--- config.mk ---
export PLATFORM = sky130hd
export DESIGN_NAME = simd256_ctrl
export DESIGN_NICKNAME = d
export VERILOG_FILES = /design/src/rtl/simd256_pkg.sv /design/src/rtl/simd256_blk_asm.sv /design/src/rtl/simd256_ctrl.sv
export SDC_FILE = /design/constraint.sdc
export NUM_CORES = 2
export LEC_CHECK = 0
export BUFFER_PORTS_ARGS = -buffer_cell sky130_fd_sc_hd__buf_2
export CAP_MARGIN = 30
export CORE_AREA = 2 2 724 726
export CTS_BUF_LIST = sky130_fd_sc_hd__clkbuf_16
export CTS_CLUSTER_SIZE = 30
export DETAILED_ROUTE_END_ITERATION = 6
export DIE_AREA = 0 0 726 728
export MAX_ROUTING_LAYER = met4
export SYNTH_ARGS = -nofsm -noshare
export SYNTH_HDL_FRONTEND = slang
export SYNTH_SLANG_ARGS = --single-unit
--- constraint.sdc ---
create_clock -name clk -period 2.9 [get_ports clk]
set_input_delay 0.145 -clock clk [delete_from_list [all_inputs] [get_ports clk]]
set_output_delay 0.145 -clock clk [all_outputs]
set_load 0.02 [all_outputs]
--- src/rtl/simd256_pkg.sv ---
// Shared types and sizes for the simd256 message sequencer.
//   state_e      : sequencer states
//   BLK_W/WORD_W : block and message-word widths
//   IV_DEFAULT   : chaining value loaded on start unless overridden
`timescale 1ns/1ps
package simd256_pkg;

  localparam int unsigned BLK_W         = 512;
  localparam int unsigned WORD_W        = 32;
  localparam int unsigned WORDS_PER_BLK = 16;
  localparam int unsigned WCNT_W        = $clog2(WORDS_PER_BLK);
  localparam int unsigned HASH_W        = BLK_W / 2;
  localparam int unsigned CORE_LATENCY  = 44;

  localparam logic [BLK_W-1:0] IV_DEFAULT = '0;

  typedef enum logic [2:0] {
    ST_IDLE,
    ST_INIT,
    ST_LOAD,
    ST_FIRE,
    ST_WAIT,
    ST_DONE
  } state_e;

endpackage

--- src/rtl/simd256_blk_asm.sv ---
// Packs 32-bit message words into a 512-bit block, first word most significant.
//   clk, rst   : clock, synchronous active-high reset
//   clr_i      : restart packing at word 0
//   wr_i       : accept word_i this cycle
//   word_i     : message word
//   last_i     : word_i is the last word of the message
//   done_c     : this accepted word completes the block (16th word or last)
//   blk_nxt_c  : block contents as they will be after this cycle's write
`timescale 1ns/1ps
module simd256_blk_asm
  import simd256_pkg::*;
(
  input  logic              clk,
  input  logic              rst,
  input  logic              clr_i,
  input  logic              wr_i,
  input  logic [WORD_W-1:0] word_i,
  input  logic              last_i,
  output logic              done_c,
  output logic [BLK_W-1:0]  blk_nxt_c
);

  logic [BLK_W-1:0]  blk_q, blk_d;
  logic [WCNT_W-1:0] wcnt_q, wcnt_d;

  // Each write also clears every later slot, so a short last block is zero-filled
  // and stale words from the previous block never leak through.
  always_comb begin
    blk_d  = blk_q;
    wcnt_d = wcnt_q;
    if (wr_i) begin
      for (int i = 0; i < int'(WORDS_PER_BLK); i++) begin
        if (WCNT_W'(i) == wcnt_q) begin
          blk_d[BLK_W-1-WORD_W*i -: WORD_W] = word_i;
        end else if (WCNT_W'(i) > wcnt_q) begin
          blk_d[BLK_W-1-WORD_W*i -: WORD_W] = '0;
        end
      end
      wcnt_d = wcnt_q + WCNT_W'(1);
    end
    if (clr_i) begin
      wcnt_d = '0;
    end
  end

  assign done_c    = wr_i & ((wcnt_q == WCNT_W'(WORDS_PER_BLK - 1)) | last_i);
  assign blk_nxt_c = blk_d;

  always_ff @(posedge clk) begin
    if (rst) begin
      blk_q  <= '0;
      wcnt_q <= '0;
    end else begin
      blk_q  <= blk_d;
      wcnt_q <= wcnt_d;
    end
  end

endmodule

--- src/rtl/simd256_ctrl.sv ---
// Message sequencer driving simd256_round: loads the IV, packs words into blocks,
// fires one compression per block, chains stat_o back in and presents the digest.
//   start                         : begin a new message (IDLE/DONE only)
//   din/din_valid/din_last/din_ready : message word stream
//   core_init/core_ena/core_mode/core_data/core_stat : to the round core
//   core_stat_o/core_fin          : from the round core
//   hash_o/hash_valid             : digest, held in DONE
//   busy/err                      : activity and sticky fin-timeout flag
`timescale 1ns/1ps
module simd256_ctrl
  import simd256_pkg::*;
#(
  parameter logic [BLK_W-1:0] IV          = IV_DEFAULT,
  parameter int unsigned      FIN_TIMEOUT = 63
) (
  input  logic               clk,
  input  logic               rst,
  input  logic               start,
  input  logic [WORD_W-1:0]  din,
  input  logic               din_valid,
  input  logic               din_last,
  output logic               din_ready,
  output logic               core_init,
  output logic               core_ena,
  output logic               core_mode,
  output logic [BLK_W-1:0]   core_data,
  output logic [BLK_W-1:0]   core_stat,
  input  logic [BLK_W-1:0]   core_stat_o,
  input  logic               core_fin,
  output logic [HASH_W-1:0]  hash_o,
  output logic               hash_valid,
  output logic               busy,
  output logic               err
);

  localparam int unsigned       TCNT_W = $clog2(FIN_TIMEOUT + 1);
  localparam logic [TCNT_W-1:0] TMO    = TCNT_W'(FIN_TIMEOUT);

  state_e              state_q;
  logic [BLK_W-1:0]    chain_q, core_data_q, core_stat_q;
  logic [HASH_W-1:0]   hash_q;
  logic [TCNT_W-1:0]   tcnt_q;
  logic                final_q, core_init_q, core_ena_q, din_ready_q;
  logic                hash_valid_q, busy_q, err_q;
  logic                acc_c, asm_clr_c, blk_done_c;
  logic [BLK_W-1:0]    blk_nxt_c;

  assign acc_c     = din_valid & din_ready_q;
  // Word counter restarts whenever the core hands back a chaining value.
  assign asm_clr_c = core_fin & ((state_q == ST_INIT) | (state_q == ST_WAIT));

  simd256_blk_asm u_blk_asm (
    .clk       (clk),
    .rst       (rst),
    .clr_i     (asm_clr_c),
    .wr_i      (acc_c),
    .word_i    (din),
    .last_i    (din_last),
    .done_c    (blk_done_c),
    .blk_nxt_c (blk_nxt_c)
  );

  // Sequencer FSM; every output is a register updated here.
  always_ff @(posedge clk) begin
    if (rst) begin
      state_q      <= ST_IDLE;
      chain_q      <= '0;
      core_data_q  <= '0;
      core_stat_q  <= '0;
      hash_q       <= '0;
      tcnt_q       <= '0;
      final_q      <= 1'b0;
      core_init_q  <= 1'b0;
      core_ena_q   <= 1'b0;
      din_ready_q  <= 1'b0;
      hash_valid_q <= 1'b0;
      busy_q       <= 1'b0;
      err_q        <= 1'b0;
    end else begin
      core_init_q <= 1'b0;
      core_ena_q  <= 1'b0;
      case (state_q)
        ST_IDLE, ST_DONE: begin
          if (start) begin
            core_init_q  <= 1'b1;
            core_stat_q  <= IV;
            err_q        <= 1'b0;
            hash_valid_q <= 1'b0;
            hash_q       <= '0;
            busy_q       <= 1'b1;
            tcnt_q       <= '0;
            state_q      <= ST_INIT;
          end
        end
        ST_INIT: begin
          if (core_fin) begin
            chain_q     <= core_stat_o;
            final_q     <= 1'b0;
            din_ready_q <= 1'b1;
            state_q     <= ST_LOAD;
          end else if (tcnt_q == TMO) begin
            err_q   <= 1'b1;
            busy_q  <= 1'b0;
            state_q <= ST_IDLE;
          end else begin
            tcnt_q <= tcnt_q + TCNT_W'(1);
          end
        end
        ST_LOAD: begin
          // Block is captured from the packer's next value so core_data is valid in FIRE.
          if (blk_done_c) begin
            final_q     <= din_last;
            core_data_q <= blk_nxt_c;
            core_stat_q <= chain_q;
            core_ena_q  <= 1'b1;
            din_ready_q <= 1'b0;
            state_q     <= ST_FIRE;
          end
        end
        ST_FIRE: begin
          tcnt_q  <= '0;
          state_q <= ST_WAIT;
        end
        ST_WAIT: begin
          // fin takes priority over a coincident timeout
          if (core_fin) begin
            chain_q <= core_stat_o;
            if (final_q) begin
              hash_q       <= core_stat_o[BLK_W-1 -: HASH_W];
              hash_valid_q <= 1'b1;
              busy_q       <= 1'b0;
              state_q      <= ST_DONE;
            end else begin
              din_ready_q <= 1'b1;
              state_q     <= ST_LOAD;
            end
          end else if (tcnt_q == TMO) begin
            err_q   <= 1'b1;
            busy_q  <= 1'b0;
            state_q <= ST_IDLE;
          end else begin
            tcnt_q <= tcnt_q + TCNT_W'(1);
          end
        end
        default: state_q <= ST_IDLE;
      endcase
    end
  end

  assign din_ready  = din_ready_q;
  assign core_init  = core_init_q;
  assign core_ena   = core_ena_q;
  assign core_mode  = final_q;
  assign core_data  = core_data_q;
  assign core_stat  = core_stat_q;
  assign hash_o     = hash_q;
  assign hash_valid = hash_valid_q;
  assign busy       = busy_q;
  assign err        = err_q;

endmodule

==> results.sh <==
export IMPL_rr_worst_depth=9
export IMPL_portBuffers=1836
export IMPL_end_kind="flip-flop"
export IMPL_yosysSeqAreaShare_pct=58.5
export IMPL_required_ps=3820
export IMPL_grt_pass1_wl_microns=661000
export IMPL_max_slew_margin_rel_pct=27.2
export IMPL_first_pass_iters=6
export IMPL_core_area_sq_mm=0.520
export IMPL_synthAdderAreaFrac_pct=0.0787
export IMPL_fin_skew_ps=85.8
export IMPL_yosys_area_top_type="dfxtp_1"
export IMPL_clkTransAtPathRegs_ps=60
export IMPL_hold_depth=4
export IMPL_yosys_area_top_type_share_pct=58.5
export IMPL_cts_root_buf="clkbuf_16"
export IMPL_synth_mux_area_share_pct=0.441
export IMPL_criticalPathCategory="flip-flop to flip-flop"
export IMPL_cts_buffer_depth=4
export IMPL_dp_hpwl_microns=389000
export IMPL_fmax_mhz=367
export IMPL_synthFlopType="dfxtp_1"
export IMPL_min_path_type="input port to flip-flop"
export IMPL_wire_per_inst_microns=26.8
export IMPL_netlist_top_cells_count="2324 x dfxtp_1, 2098 x nand2_1, 944 x nor2_1"
export IMPL_die_h_microns=728
export IMPL_antenna_found_initial=203
export IMPL_final_core_util_pct=22.1
export IMPL_h_tree_depth=5
export IMPL_syn_instance_count=9298
export IMPL_synthDistinctLibCells=50
export IMPL_routabilityCongestion=0.973
export IMPL_startpoint="state_q[0]"
export IMPL_postSynthAreaPerCell_sq_um=8.55
export IMPL_worstSetupEndpoint="hash_o[55]"
export IMPL_yosysWarnings=0
export IMPL_maxCapViolCount=0
export IMPL_grt_max_degree=220
export IMPL_worst_pin_slew_ps=1090
export IMPL_critPathSlowestCell="dlygate4sd3_1"
export IMPL_syn_nets=9853
export IMPL_synth_compound_area_share_pct=18.2
export IMPL_routed_via_count=79598
export IMPL_cp_arrival_ps=3650
export IMPL_path_cells="buf_4 -> nand2b_1 -> nor4b_2 -> buf_12 -> buf_12 -> buf_12 -> nand2_1 -> o21ai_0 -> dlygate4sd3_1"
export IMPL_io_pins=1837
export IMPL_synthesis_area_sq_mm=0.0795
export IMPL_period_minus_slack_ps=2730
export IMPL_synth_simple_area_share_pct=18.3
export IMPL_path_max_fanout=72
export IMPL_p_leak_nw=43.3
export IMPL_p_per_area_mw_per_mm2=649
export IMPL_cts_tree="built"
export IMPL_fp_dieArea_sq_mm=0.529
export IMPL_via_per_inst=4.21
export IMPL_worst_r2r_startpoint="state_q[0]"
export IMPL_synth_most_common_cell="dfxtp_1"
export IMPL_synth_edf_count=0
export IMPL_cts_sinks=2324
export IMPL_reg2reg_to="hash_o[55]"
export IMPL_yosys_top_cells_area="dfxtp_1 59%, nand2_1 9.9%, nor2_1 4.5%, a22oi_1 4.3%, a211oi_1 4.2%"
export IMPL_path_common_cell="buf_12"
export IMPL_cts_buffers=285
export IMPL_start_util_pct=15.3
export IMPL_fin_tns_setup_ps=0
export IMPL_max_stage_delay_ps=560
export IMPL_drt_iter0_drc=7723
export IMPL_hold_viol=0
export IMPL_wl_microns=506000
export IMPL_r2r_slack_ps=170
export IMPL_drv_slew=0
export IMPL_synth_async_sr_flop_share_pct=0
export IMPL_setup_violations=0
export IMPL_drc_errors=0
export IMPL_globalRouteTotalUtil_pct=18.6
export IMPL_rows=265
export IMPL_nets=12179
export IMPL_cts_resized_gates=0
export IMPL_ys_seq_elements=2324
export IMPL_cp_start_kind="flip-flop"
export IMPL_fp_dieW_microns=726
export IMPL_vdd_ir_drop_max_mv=0.472
export IMPL_synth_xor_area_share_pct=0.0331
export IMPL_fillCellCount=57831
export IMPL_area_growth_pct=44.3
export IMPL_synth_top_family_by_area="simple AND/OR/NAND/NOR gates"
export IMPL_fin_crit_sh_pct=94.0
export IMPL_clock_latency_ps=980
export IMPL_status="completed"
export IMPL_grt_overflow=0
export IMPL_grt_pass1_vias=73437
export IMPL_ant_nets=0
export IMPL_drive_gt1_share_pct=21.5
export IMPL_rsz0062_at_grt="false"
-- power breakdown --
part           internal (mW)  switching [mW]
clock                   19.8            15.6
combinational           1.97            4.25
sequential              32.4           0.351
total                   54.3            20.2
-- sequential cells by signal (all words and copies together), names as in the netlist --
| register | count |
|---|---|
| busy | 1 |
| chain_q | 512 |
| core_data | 512 |
| core_ena | 1 |
| core_init | 1 |
| core_mode | 1 |
| core_stat | 512 |
| din_ready | 1 |
| err | 1 |
| hash_o | 256 |
| hash_valid | 1 |
| state_q | 3 |
| tcnt_q | 6 |
| u_blk_asm.blk_q | 512 |
| u_blk_asm.wcnt_q | 4 |
-- kinds of logic after synthesis --
| logic type | count (synthesis) |
|---|---|
| AND/OR/NAND/NOR | 3644 |
| AO/OA/AOI/OAI | 2414 |
| flip-flops | 2324 |
| buffers and inverters | 873 |
| multiplexers | 35 |
| adder cells (fa/ha/maj) | 5 |
| XOR/XNOR | 3 |
-- cell type report --
| cell class | count | area, sq um | area share (%) |
|---|---|---|---|
| antenna | 112 | 280 | 0.244 |
| timing repair buffer | 2906 | 20500 | 17.9 |
| sequential | 2324 | 46500 | 40.5 |
| clock inverter | 210 | 1700 | 1.48 |
| clock buffer | 292 | 7310 | 6.37 |
| multi-input combinational | 6101 | 29700 | 25.9 |
| inverter | 6 | 30.0 | 0.0262 |
| tap | 6942 | 8690 | 7.57 |
-- metal layers --
metal | global-route usage [%] | part of all wire (%)
met5 | - | 0
met4 | 8.48 | 5.3
met3 | 4.51 | 8.2
met2 | 27.8 | 44
met1 | 23.7 | 43
-- what timing repair did --
item | CTS | global route
hold buffers | 815 | 0
hold endpoints to repair | 1211 | 0
buffers inserted | 0 | 0
-- worst max-delay path: cells and delay by family (launching register included) --
kind,cells,cell delay [ps]
buffers and inverters,5,1560
AOI/OAI and AO/OA,1,70
DFF,1,320
and+or+nand+nor,3,640
-- through the flow --
| step | setup WS (ps) | cells | hold WS [ps] | total power [mW] | area, sq um |
|---|---|---|---|---|---|
| 2_1_floorplan | 824 | 9298 | 254 | 35.8 | 79500 |
| 5_1_grt | 65.4 | 18854 | 20.1 | 76.9 | 115000 |
| 3_3_place_gp | 343 | 17463 | 363 | 38.6 | 97300 |
| 4_1_cts | 130 | 18781 | 0.167 | 75.3 | 114000 |
| 3_5_place_dp | 305 | 17464 | 368 | 38.6 | 97300 |
| 6_report | 175 | 18893 | 99.6 | 74.5 | 115000 |
-- worst min path at each step --
stage                     start     endpoint
2_1_floorplan  core_stat_o[256]    hash_o[0]
3_3_place_gp   core_stat_o[410]  hash_o[154]
3_5_place_dp   core_stat_o[410]  hash_o[154]
5_1_grt        core_stat_o[266]   hash_o[10]
4_1_cts        core_stat_o[266]   hash_o[10]
6_report       core_stat_o[266]   hash_o[10]
-- placed cells by master (no fill, tap or decap), drive strengths merged, types with 3 or more instances in the layout --
| cell | instances |
|---|---|
| a31oi | 32 |
| a22oi | 451 |
| inv | 82 |
| nand2 | 2098 |
| nor2 | 944 |
| xnor2 | 3 |
| clkinv | 112 |
| nand2b | 9 |
| and2 | 6 |
| ha | 5 |
| clkinvlp | 6 |
| dfxtp | 2324 |
| o21ai | 879 |
| and3 | 35 |
| buf | 2091 |
| a21oi | 582 |
| a211oi | 450 |
| nand3 | 520 |
| nor2b | 6 |
| nor3 | 11 |
| nor3b | 6 |
| mux2i | 35 |
| dlygate4sd3 | 815 |
| clkbuf | 292 |
| bufinv | 16 |
| diode | 112 |
Power figures use the tool's default switching activity.
